<file path="config.mk">
export PLATFORM = sky130hd
export DESIGN_NAME = posit_maxpool
export DESIGN_NICKNAME = d
export VERILOG_FILES = /design/src/rtl/posit_maxpool.sv
export SDC_FILE = /design/constraint.sdc
export NUM_CORES = 1
export LEC_CHECK = 0
export CORE_MARGIN = 4
export CORE_UTILIZATION = 45
export DETAILED_ROUTE_END_ITERATION = 10
export GPL_TIMING_DRIVEN = 0
export HOLD_SLACK_MARGIN = 0.05
export MAX_ROUTING_LAYER = met4
export PLACE_DENSITY = 0.82
export SETUP_SLACK_MARGIN = 0.1
export SYNTH_ARGS = -nofsm -noshare
export SYNTH_HDL_FRONTEND = slang
export SYNTH_SLANG_ARGS = --single-unit
</file>
<file path="constraint.sdc">
create_clock -name clk -period 3.1 [get_ports clk]
set_clock_uncertainty 0.2 [all_clocks]
set_input_delay 0.93 -clock clk [delete_from_list [all_inputs] [get_ports clk]]
set_output_delay 0.93 -clock clk [all_outputs]
set_load 0.01 [all_outputs]
</file>
<file path="src/rtl/posit_maxpool.sv">
// Streaming 1-D max-pooling of posit samples over WINDOW-sample windows.
// Posits order like two's-complement integers; NaR in a window forces a NaR result.
module posit_maxpool #(
  parameter int POSIT_WIDTH = 16,
  parameter int WINDOW      = 4
) (
  input  logic                   clk,
  input  logic                   rst,
  input  logic [POSIT_WIDTH-1:0] posit_i,
  input  logic                   valid_i,
  input  logic                   last_i,
  output logic                   ready_o,
  output logic [POSIT_WIDTH-1:0] posit_o,
  output logic                   valid_o,
  input  logic                   ready_i
);
  // Handshake: a word moves on a side only in a cycle where its valid and ready
  // are both high; valid/data are held stable by the sender until accepted.

  localparam int CW = $clog2(WINDOW);
  localparam logic [CW-1:0] CNT_LAST = CW'(WINDOW - 1);
  localparam logic [POSIT_WIDTH-1:0] NAR = {1'b1, {(POSIT_WIDTH-1){1'b0}}};

  logic [CW-1:0]          cnt_q, cnt_d;
  logic [POSIT_WIDTH-1:0] max_q, max_d;
  logic                   nar_q, nar_d;
  logic [POSIT_WIDTH-1:0] posit_o_q, posit_o_d;
  logic                   valid_o_q, valid_o_d;

  logic                   closing_slot;
  logic                   out_space;
  logic                   accept;
  logic                   win_close;
  logic                   first;
  logic                   in_nar;
  logic [POSIT_WIDTH-1:0] merged_max;

  always_comb begin
    closing_slot = (cnt_q == CNT_LAST);
    out_space    = !valid_o_q || ready_i;
    // Accumulating samples never wait; only a window-closing sample needs output space.
    ready_o      = out_space || (!closing_slot && !(valid_i && last_i));
    accept       = valid_i && ready_o;
    win_close    = accept && (closing_slot || last_i);
    first        = (cnt_q == '0);
    in_nar       = (posit_i == NAR);
    if (first || ($signed(posit_i) > $signed(max_q))) merged_max = posit_i;
    else                                             merged_max = max_q;
  end

  always_comb begin
    cnt_d     = cnt_q;
    max_d     = max_q;
    nar_d     = nar_q;
    posit_o_d = posit_o_q;
    valid_o_d = valid_o_q;

    if (accept) begin
      max_d = merged_max;
      nar_d = (first ? 1'b0 : nar_q) | in_nar;
      if (win_close) cnt_d = '0;
      else           cnt_d = cnt_q + CW'(1);
    end

    if (win_close) begin
      // nar_q belongs to the previous window when this sample is the first one.
      posit_o_d = (in_nar || (nar_q && !first)) ? NAR : merged_max;
      valid_o_d = 1'b1;
    end else if (valid_o_q && ready_i) begin
      valid_o_d = 1'b0;
    end
  end

  always_ff @(posedge clk or posedge rst) begin
    if (rst) begin
      cnt_q     <= '0;
      max_q     <= '0;
      nar_q     <= 1'b0;
      posit_o_q <= '0;
      valid_o_q <= 1'b0;
    end else begin
      cnt_q     <= cnt_d;
      max_q     <= max_d;
      nar_q     <= nar_d;
      posit_o_q <= posit_o_d;
      valid_o_q <= valid_o_d;
    end
  end

  assign posit_o = posit_o_q;
  assign valid_o = valid_o_q;

endmodule

</file>
==> reports/qor.txt <==
Reg clk slew, reported paths: 0.07 ns
Syn. warnings: 0
Initial antenna violation count: 0
Crit path DAT: 3.09 ns
Ant diodes: 0
Peak VDD IR: 0.000258 V
Leakage power: 1.36 nW
CORE AREA: 4720 sq um
RSZ-0062 raised after global routing: true
CP endpoint kind: flop
Die area: 6050 sq um
TNS Setup: -0.0658 ns
ANT nets after route: 0
Num CTS Buffers: 5
Drt total wl: 6420 microns
Root Driver: clkbuf_8
Synth Area in Simple Gates: 0.139
WL/cell: 18.8 microns
Layout area overhead: 42.6%
I/O pin count: 39
Filler Cells Inserted: 339
Endpoints failing hold: 0
Largest net degree at the start of global routing: 37
Compound-Gate Fraction of Synth Area: 0.170
Mux cell area share after synthesis: 0.0994
Final WS setup: -0.0151 ns
Final period util: 1.00
HPWL Detailed: 4030 microns
Routed via count: 2028
Grt ovf: 0
Post-synthesis xor/xnor area fraction: 0
First-pass GRT wire length: 9980 microns
Adder-cell share of the synthesized area: 0.103
Hold depth: 2
Clk sink count: 36
Max Cap Viol: 0
Total track usage: 0.219
Syn Nets: 256
Die Span Y: 77.8 microns
Worst slew margin: 0.510
Final setup fails: 10
Vias in the first global route: 1984
Final min period: 3.12 ns
Reg-to-reg startpoint: max_q[7]
Post-synthesis cell type count: 35
Min-Delay Path Class: flop to flop
Min-Delay Endpoint: posit_o[0]
Maximum clock frequency: 321 MHz
RR Endpoint: max_q[6]
Synthesized flop and latch total: 36
Clk_lat worst skew: 0.29 ns
Die Wd: 77.8 microns
CTS tree: yes
Layout cells sized above 1: 0.325
Pwr/cell area: 722 nW/um^2
Synth Cell Area: 2190 sq um
Setup CP Type: input port to flop
Largest family of logic cells by synthesized area: compound AO/OA/AOI/OAI gates
Max Buffers Root-to-Sink: 2
Initial Util: 0.464
Worst endpoint required time: 3.07 ns
CP Launch Point: posit_i[2]
Seq/Total Area, Yosys: 0.411
Number of DRC markers in iteration 0: 169
Worst setup SP type: input port
Outcome: complete, but fails checks
Routability Congestion: 0.902
Max-slew violation count: 0
Setup WS pre-CTS: -0.820 ns
Worst Max-Slew Pin Slew: 0.734 ns
DRC: 0
Row count: 25
Min-Delay Startpoint: posit_o[0]
# H-tree levels: 2
Largest driver fanout on the critical path: 5
Reg2reg setup slack: 0.27 ns
Post-synthesis cell count: 217
R2R depth: 11
Port bufs: 38
Fin nets: 312
Violated checks: setup timing
Mean area per synthesized cell: 10.1 sq um
DR vias/cell: 5.95
Iteration count of the initial detailed-routing pass: 5
-- area by class of cell --
class                      instances  area, sq um  share of cell area
buffer                            14          101              0.0325
clock buffer                       8         90.1              0.0289
inverter                          21         78.8              0.0253
multi-input combinational        145         1370               0.438
sequential                        36          901               0.289
tap                               67         83.8              0.0269
timing repair buffer              50          499               0.160
-- critical path: stages --
cell	delay (ns)
dlygate4sd2_1	0.30
ha_1	0.30
nand2_1	0.05
nor2_1	0.14
nand2_2	0.07
o211a_1	0.22
buf_6	0.12
or3_4	0.37
buf_8	0.15
buf_12	0.14
mux2_4	0.29
-- synth_stat cells --
library cell / count / share of area
nor2b_1: 1 / 0.0029
o22ai_1: 1 / 0.0029
nor3_2: 2 / 0.0091
or3b_2: 1 / 0.0040
buf_12: 1 / 0.0091
nand3_1: 15 / 0.034
nor4b_1: 1 / 0.0040
o211ai_1: 15 / 0.051
o2111ai_1: 15 / 0.060
inv_1: 21 / 0.036
o21ai_0: 3 / 0.0069
a32o_1: 1 / 0.0046
nand2_1: 25 / 0.043
buf_2: 1 / 0.0023
buf_6: 2 / 0.010
o41ai_1: 1 / 0.0040
nand4_1: 1 / 0.0029
ha_1: 18 / 0.10
o221ai_1: 1 / 0.0040
nand2b_1: 1 / 0.0029
a211oi_1: 1 / 0.0034
nor3_1: 1 / 0.0023
clkbuf_1: 11 / 0.019
a21oi_1: 8 / 0.018
nor4_1: 3 / 0.0086
nand4_2: 1 / 0.0057
mux2_2: 6 / 0.031
o211a_1: 1 / 0.0046
mux2_4: 10 / 0.069
o21ai_1: 1 / 0.0023
or2_2: 3 / 0.0086
a41oi_1: 2 / 0.0080
dfrtp_1: 36 / 0.41
or3_1: 1 / 0.0029
nor2_1: 5 / 0.0086
-- sequential cells by signal, summed over array words and instances (netlist names) --
signal,count
posit_o,16
max_q,16
cnt_q,2
valid_o,1
nar_q,1
-- cell usage in the layout, fill, tap and decap left out, types with 3 or more instances in the layout --
cell type / Yosys / layout
buf_8: 0 / 5
mux2_2: 6 / 5
nand3_1: 15 / 15
buf_6: 2 / 7
ha_1: 18 / 5
clkbuf_2: 0 / 5
nor4_1: 3 / 3
nor2_1: 5 / 4
inv_1: 21 / 20
clkbuf_8: 0 / 6
mux2_4: 10 / 11
o211ai_1: 15 / 15
a21oi_1: 8 / 7
dfrtp_1: 36 / 36
nand2_1: 25 / 24
buf_2: 1 / 4
clkdlybuf4s50_1: 0 / 19
buf_4: 0 / 11
o2111ai_1: 15 / 15
dlygate4sd2_1: 0 / 4
clkbuf_1: 11 / 6
o21ai_0: 3 / 3
ha_4: 0 / 13
-- power breakdown --
group	total (mW)	internal (mW)	switching (mW)
Sequential	0.763	0.641	0.122
Combinational	1.15	0.617	0.530
Clock	0.343	0.181	0.162
-- cells by family after synthesis --
logic type	after synthesis
fa+ha+maj	18
simple gates	61
mux	16
buf+inv	36
compound gates	50
flops	36
-- worst max path at each step --
| stage | slack (ns) | cells after the start | endpoint |
|---|---|---|---|
| after floorplan | 0.03 | 10 | max_q[10] |
| after detailed placement | -0.82 | 10 | posit_o[7] |
| after CTS | 0.04 | 11 | max_q[6] |
| final | -0.02 | 11 | max_q[6] |
| after global placement | -0.76 | 11 | posit_o[7] |
| after global routing | -0.06 | 11 | max_q[7] |
-- timing repair --
item                                    4_1_cts  5_1_grt
hold buffers                                  0        0
cloned                                        1        0
resized for setup                            91       29
buffers inserted                              9        2
endpoints found under the setup margin       33       34
pin swaps                                    18        8
-- metal layers --
| metal | track usage | share of wire |
|---|---|---|
| met5 | - | 0 |
| met4 | 0.112 | 0.028 |
| met2 | 0.374 | 0.52 |
| met1 | 0.247 | 0.38 |
| met3 | 0.0360 | 0.067 |
-- stage by stage --
| stage | utilization | cells | hold WS (ns) | power [mW] | cell area (sq um) |
|---|---|---|---|---|---|
| floorplan | - | 217 | 0.242 | 1.36 | 2300 |
| global placement | 0.585 | 322 | 0.257 | 1.68 | 2760 |
| detailed placement | 0.585 | 322 | 0.270 | 1.73 | 2760 |
| CTS | 0.643 | 339 | 0.296 | 2.20 | 3040 |
| global route | 0.661 | 341 | 0.321 | 2.39 | 3120 |
| finish | 0.661 | 341 | 0.298 | 2.25 | 3120 |
Power figures use the tool's default switching activity.
